### config.mk
export PLATFORM = sky130hd
export DESIGN_NAME = mux_nx1_stream
export DESIGN_NICKNAME = d
export VERILOG_FILES = /design/src/rtl/mux_nx1_stream.sv
export SDC_FILE = /design/constraint.sdc
export NUM_CORES = 1
export LEC_CHECK = 0
export ABC_AREA = 1
export BUFFER_PORTS_ARGS = -buffer_cell sky130_fd_sc_hd__buf_2
export CAP_MARGIN = 20
export CORE_UTILIZATION = 35
export DETAILED_ROUTE_END_ITERATION = 8
export GPL_TIMING_DRIVEN = 0
export HOLD_SLACK_MARGIN = 0.02
export PLACE_DENSITY = 0.7
export SLEW_MARGIN = 30
export SYNTH_ARGS = -nofsm -noshare
export SYNTH_HDL_FRONTEND = slang
export SYNTH_SLANG_ARGS = --single-unit
### constraint.sdc
create_clock -name clk -period 2.6 [get_ports clk]
set_clock_uncertainty 0.2 [all_clocks]
set_input_delay 0.39 -clock clk [delete_from_list [all_inputs] [get_ports clk]]
set_output_delay 0.39 -clock clk [all_outputs]
set_load 0.02 [all_outputs]
### src/rtl/mux_nx1_stream.sv
// N-to-1 registered valid/ready stream multiplexer with a single output slot.
// Channel selection is either an external select (MODE=0) or round-robin (MODE=1).
module mux_nx1_stream #(
    parameter int unsigned WIDTH = 8,
    parameter int unsigned N     = 4,
    parameter int unsigned MODE  = 0
) (
    input  logic                   clk,
    input  logic                   rst,
    input  logic [N*WIDTH-1:0]     in_data,
    input  logic [N-1:0]           in_valid,
    output logic [N-1:0]           in_ready,
    input  logic [$clog2(N)-1:0]   sel,
    output logic [WIDTH-1:0]       out_data,
    output logic [$clog2(N)-1:0]   out_chan,
    output logic                   out_valid,
    input  logic                   out_ready
);

    localparam int unsigned SELW = $clog2(N);
    localparam logic [SELW:0] NumCh = (SELW + 1)'(N);

    logic [SELW-1:0]  rr_ptr_q, rr_ptr_d;
    logic [WIDTH-1:0] out_data_q, out_data_d;
    logic [SELW-1:0]  out_chan_q, out_chan_d;
    logic             out_valid_q, out_valid_d;

    logic [SELW-1:0]  grant;
    logic             grant_valid;
    logic [SELW:0]    idx;
    logic [WIDTH-1:0] grant_data;
    logic             load_en;
    logic             transfer;

    // One extra bit on idx keeps rr_ptr + k from wrapping before the modulo-N fold.
    always_comb begin
        grant       = '0;
        grant_valid = 1'b0;
        idx         = '0;
        if (MODE == 0) begin
            grant       = sel;
            grant_valid = ({1'b0, sel} < NumCh);
        end else begin
            for (int unsigned k = 0; k < N; k++) begin
                idx = {1'b0, rr_ptr_q} + (SELW + 1)'(k);
                if (idx >= NumCh) begin
                    idx = idx - NumCh;
                end
                if (!grant_valid && in_valid[idx[SELW-1:0]]) begin
                    grant_valid = 1'b1;
                    grant       = idx[SELW-1:0];
                end
            end
        end
    end

    always_comb begin
        grant_data = '0;
        for (int unsigned i = 0; i < N; i++) begin
            if (grant == SELW'(i)) begin
                grant_data = in_data[i*WIDTH +: WIDTH];
            end
        end
    end

    assign load_en  = !out_valid_q || out_ready;
    assign in_ready = (load_en && grant_valid && !rst) ? (N'(1) << grant) : '0;
    assign transfer = |(in_ready & in_valid);

    always_comb begin
        rr_ptr_d    = rr_ptr_q;
        out_data_d  = out_data_q;
        out_chan_d  = out_chan_q;
        out_valid_d = out_valid_q;
        if (transfer) begin
            out_data_d  = grant_data;
            out_chan_d  = grant;
            out_valid_d = 1'b1;
            if (MODE != 0) begin
                rr_ptr_d = (grant == SELW'(N - 1)) ? '0 : grant + 1'b1;
            end
        end else if (out_valid_q && out_ready) begin
            out_valid_d = 1'b0;
        end
    end

    always_ff @(posedge clk) begin
        if (rst) begin
            rr_ptr_q    <= '0;
            out_data_q  <= '0;
            out_chan_q  <= '0;
            out_valid_q <= 1'b0;
        end else begin
            rr_ptr_q    <= rr_ptr_d;
            out_data_q  <= out_data_d;
            out_chan_q  <= out_chan_d;
            out_valid_q <= out_valid_d;
        end
    end

    assign out_data  = out_data_q;
    assign out_chan  = out_chan_q;
    assign out_valid = out_valid_q;

endmodule

* Yosys cells after proc, flatten, opt, wreduce, memory -nomap -nowiden
Index checks and enable logic that the tools add are counted.
W data, S select, Z words.
** Word-level totals
- Flip-flop bits (word level) :: 11
- Logic and storage cells :: 23
- Output and inout port bits :: 15
- Bits of input ports :: 41
** Cells by class
- Equal/unequal tests :: 3
- Muxes and demuxes :: 7
- Shifts and indexed selects :: 1
- Bitwise operators :: 1
- Reductions and logical operators :: 8
** Operator list (number)
- $mux W8 :: 4
- $and A4 B4 Y4 :: 1
- $eq A2 B2 Y1 const B :: 2
- $mux W4 :: 1
- $reduce_or A4 Y1 :: 1
- $shl A1 B2 Y4 const A :: 1
- $eq A2 B1 Y1 const B :: 1
- $logic_and A1 B1 Y1 :: 2
- $logic_not A1 Y1 :: 2
- $logic_not A2 Y1 :: 1
- $mux W1 :: 2
- $reduce_bool A2 Y1 :: 1
- $logic_or A1 B1 Y1 :: 1

* Depth between registers and ports, before layout
- Depth in word-level cells :: 7
- Depth in mapped cells :: 10
- Depth with buffers taken out :: 8

* Worst setup path after synthesis
No wires, ideal clock.
- Path type :: input -> output
- Start point :: input out_ready
- End point :: output in_ready[0]
- Setup slack :: 0.810 ns
- Arrival :: 1.200 ns
- Stages on the path :: 4
- Required time :: 2.010 ns
- Path buffers :: 0
- Cell sequence :: inv_1 > a21oi_1 > inv_1 > nor3_1
** On the way
- Longest elaborated chain between the ends :: 3
** RTL lines
- from (decl) :: RTL line 17 : input logic out_ready
- $logic_or A1 B1 Y1 :: RTL line 66 : assign load_en = !out_valid_q || out_ready;
- $logic_and A1 B1 Y1 :: RTL line 67 : assign in_ready = (load_en && grant_valid && !rst) ? (N'(1) << grant) : '0;
- $mux W4 :: RTL line 67
- to (decl) :: RTL line 12 : output logic [N-1:0] in_ready,
No other way between the ends.

* Final worst setup path
- Start point :: register out_valid_q, in the netlist out_valid
- End point :: output in_ready[0]
** On the way
- Longest elaborated chain between the ends :: 4
** RTL lines
- from (decl) :: RTL line 26 : logic out_valid_q, out_valid_d;
- from (signal assigned) :: RTL line 97 : out_valid_q <= out_valid_d;
- $logic_not A1 Y1 :: RTL line 66
- $logic_or A1 B1 Y1 :: RTL line 66
- $logic_and A1 B1 Y1 :: RTL line 67
- $mux W4 :: RTL line 67
No other way between the ends.

==> key figures <==
Setup path
  – Highest net fanout along the worst path: 4
  – Critical-path top delay cell: dfxtp_1
  – Startpoint Class: flip-flop
  – RR Startpoint: out_valid$_SDFFE_PP0P_
  – Critical path origin: out_valid$_SDFFE_PP0P_
  – WP data required: 2.01 ns
  – CP Class: reg2out
  – CP arrival: 1.31 ns
  – Crit-path cells: a21oi_1 > inv_1 > nor3_1 > buf_2
  – CP max stage delay: 0.32 ns
  – CP endpoint kind: output port

GRT
  – Global route overflow: 0
  – Antenna violations before repair: 0
  – Vias in the first global route: 900
  – Largest net degree at the start of global routing: 11
  – Gr usage total: 0.1965
  – First-pass GRT wire length: 3.670 mm

Place
  – Final RePlAce weighted congestion: 0.7770
  – Final HPWL DP: 1.715 mm
  – # port buffers: 53

Floorplanning
  – Die H: 49.19 microns
  – Initial core utilization: 0.3855
  – Die Width: 49.19 microns
  – Die area: 0.002420 sq mm
  – Core Area: 0.002022 sq mm
  – Top Ports: 56
  – # rows: 16

Final layout
  – Reg area: 220.2 sq um
  – Ant. Diodes: 0
  – Fraction of layout cells with a size suffix above 1: 0.3967
  – Post-layout util: 0.5464
  – Area Growth Syn to Fin: 41.73%
  – Layout fillers: 215
  – Area of the multi-input gates: 461.7 sq um
  – Fin nets: 226
  – Most common cell after layout, fill and taps aside: buf_2
  – Most frequent cells in the layout: buf_2, nand2_1, nor2_1, inv_1, dfxtp_1

Pwr
  – Seq pwr share: 0.405
  – Peak VDD IR: 0.2700 mV
  – Cell Int Power: 0.3117 mW
  – Gate power share: 0.351
  – Sw Share: 0.3441
  – LEAKAGE: 0.6420 nW
  – Clock power frac: 0.244
  – P per Cell Area: 430.1 mW/mm^2
  – Switching pwr: 0.1635 mW

Route
  – DRC viols: 0
  – DRT iter0 DRCs: 11
  – Vias per inst: 4.493
  – Via count: 948
  – Detailed Route WL: 2.196 mm
  – Detail Route Antenna Nets: 0
  – First-pass DRT Iterations: 4
  – WL/cell: 10.41 microns

Timing
  – Slew HR: 0.8138
  – Final period util: 0.7320
  – Crit path time final: 1.903 ns
  – Final TNS setup: 0 ns
  – Max-slew violations: 0
  – Unrepaired setup endpoints after global routing: no
  – FMAX: 0.5254 GHz
  – Hold Violations, Final: 0
  – Worst slew pin tran: 0.2794 ns
  – Final setup violating endpoints: 0

Outcome
  – Status: complete, no violations

Yosys
  – Yosys top cell area share: 0.2825
  – Simple-gate share of the synthesized area: 0.5602
  – Post-synthesis register bit count: 11
  – Post-synthesis compound-gate area fraction: 0.03210
  – Yosys top cell by area: dfxtp_1
  – Post-Syn Instances: 127
  – Largest cells by area after synthesis: dfxtp_1, nand2_1, nor2_1
  – Post-synthesis mux area share: 0
  – Largest family of logic cells by synthesized area: simple AND/OR/NAND/NOR gates
  – Post-Synth XOR/XNOR Area: 0
  – Synth cell types: 18
  – Yosys warnings: 0
  – Register area share after synthesis: 0.2825
  – Syn avg cell area: 6.138 sq um
  – Mapped Area: 779.5 sq um
  – Syn nets: 168
  – Adder-Cell Fraction of Synth Area: 0

Clocking
  – Num CTS Buffers: 3
  – CTS Hold Bufs: 0
  – Worst-skew pair later-pin latency: 0.27 ns
  – Setup Buffers After CTS: 0
  – H-tree levels: 1
  – CTS tree: done
  – CTS Root Cell: clkbuf_4
  – Clk buf depth: 2
  – Clk sink count: 11
  – CTS clk-pin slew, worst paths: 0.07 ns
  – Post-cts resize count: 0

Hold path
  – Hold path start: rst
  – Hold WC Path Type: in2reg

Job
  – Max Cap Violations: 0
## Yosys cell counts
master,number
a21oi_1,2
buf_2,1
buf_6,3
dfxtp_1,11
inv_1,12
inv_2,2
inv_4,1
nand2_1,47
nand2_2,4
nand3_1,3
nand3_2,1
nand4_1,8
nand4_2,1
nor2_1,21
nor2_4,3
nor2_8,1
nor3_1,3
o21ai_0,3
## worst max-delay path, delay by kind of cell (launching register included)
family,cells,cell delay [ns]
buffers and inverters,2,0.33
AND/OR/NAND/NOR,1,0.14
AO/OA/AOI/OAI,1,0.27
flip-flops,1,0.32
## registers in the layout, indices dropped and copies added (netlist names)
name,count
out_chan,2
out_data,8
out_valid,1
## routing by layer
metal | global-route usage | routed length, microns
met3 | 0.04050 | 167
met1 | 0.2471 | 991
met2 | 0.3288 | 1019
met5 | 0 | 0
met4 | 0.06863 | 19
## metrics by stage
step | cells | instance area, sq um | setup WS, ns | hold slack, ns | total power [mW]
after detailed placement | 207 | 1079 | 0.8059 | 0.2740 | 0.3636
final | 211 | 1105 | 0.6968 | 0.1029 | 0.4752
after floorplan | 127 | 779.5 | 0.8096 | 0.2591 | 0.3009
after global routing | 211 | 1105 | 0.5848 | 0.1012 | 0.5136
after CTS | 211 | 1105 | 0.6758 | 0.09363 | 0.4827
after global placement | 207 | 1079 | 0.8304 | 0.2557 | 0.3602
## final timing paths
| kind | endpoint | slack, ns | depth (start not counted) |
|---|---|---|---|
| max | in_ready[0] | 0.70 | 4 |
| min reg2reg | out_data[0]$_SDFFE_PP0P_ | 0.30 | 2 |
| min | out_valid$_SDFFE_PP0P_ | 0.10 | 2 |
| max reg2reg | out_data[5]$_SDFFE_PP0P_ | 1.08 | 8 |
## kinds of logic (layout without fill, tap and decap cells)
kind of cell | count (synthesis) | after routing
AOI/OAI and AO/OA | 5 | 5
DFF | 11 | 11
buffers and inverters | 19 | 76
and+or+nand+nor | 92 | 92
## power by group through the flow
| stage | clock [mW] | sequential [mW] | combinational, mW |
|---|---|---|---|
| after floorplan | 0 | 0.216 | 0.0853 |
| after global placement | 0 | 0.196 | 0.165 |
| after detailed placement | 0 | 0.196 | 0.167 |
| after CTS | 0.122 | 0.192 | 0.168 |
| after global routing | 0.133 | 0.195 | 0.185 |
| final | 0.116 | 0.192 | 0.167 |
## final cells by class
cell class	count	share of cell area
Timing Repair Buffer	53	0.2401
Sequential cell	11	0.1993
Buffer	4	0.03511
Clock buffer	4	0.02378
Multi-Input combinational cell	97	0.4179
Inverter	15	0.05323
Tap cell	27	0.03058
No activity file was read; power rests on OpenSTA's default activity.
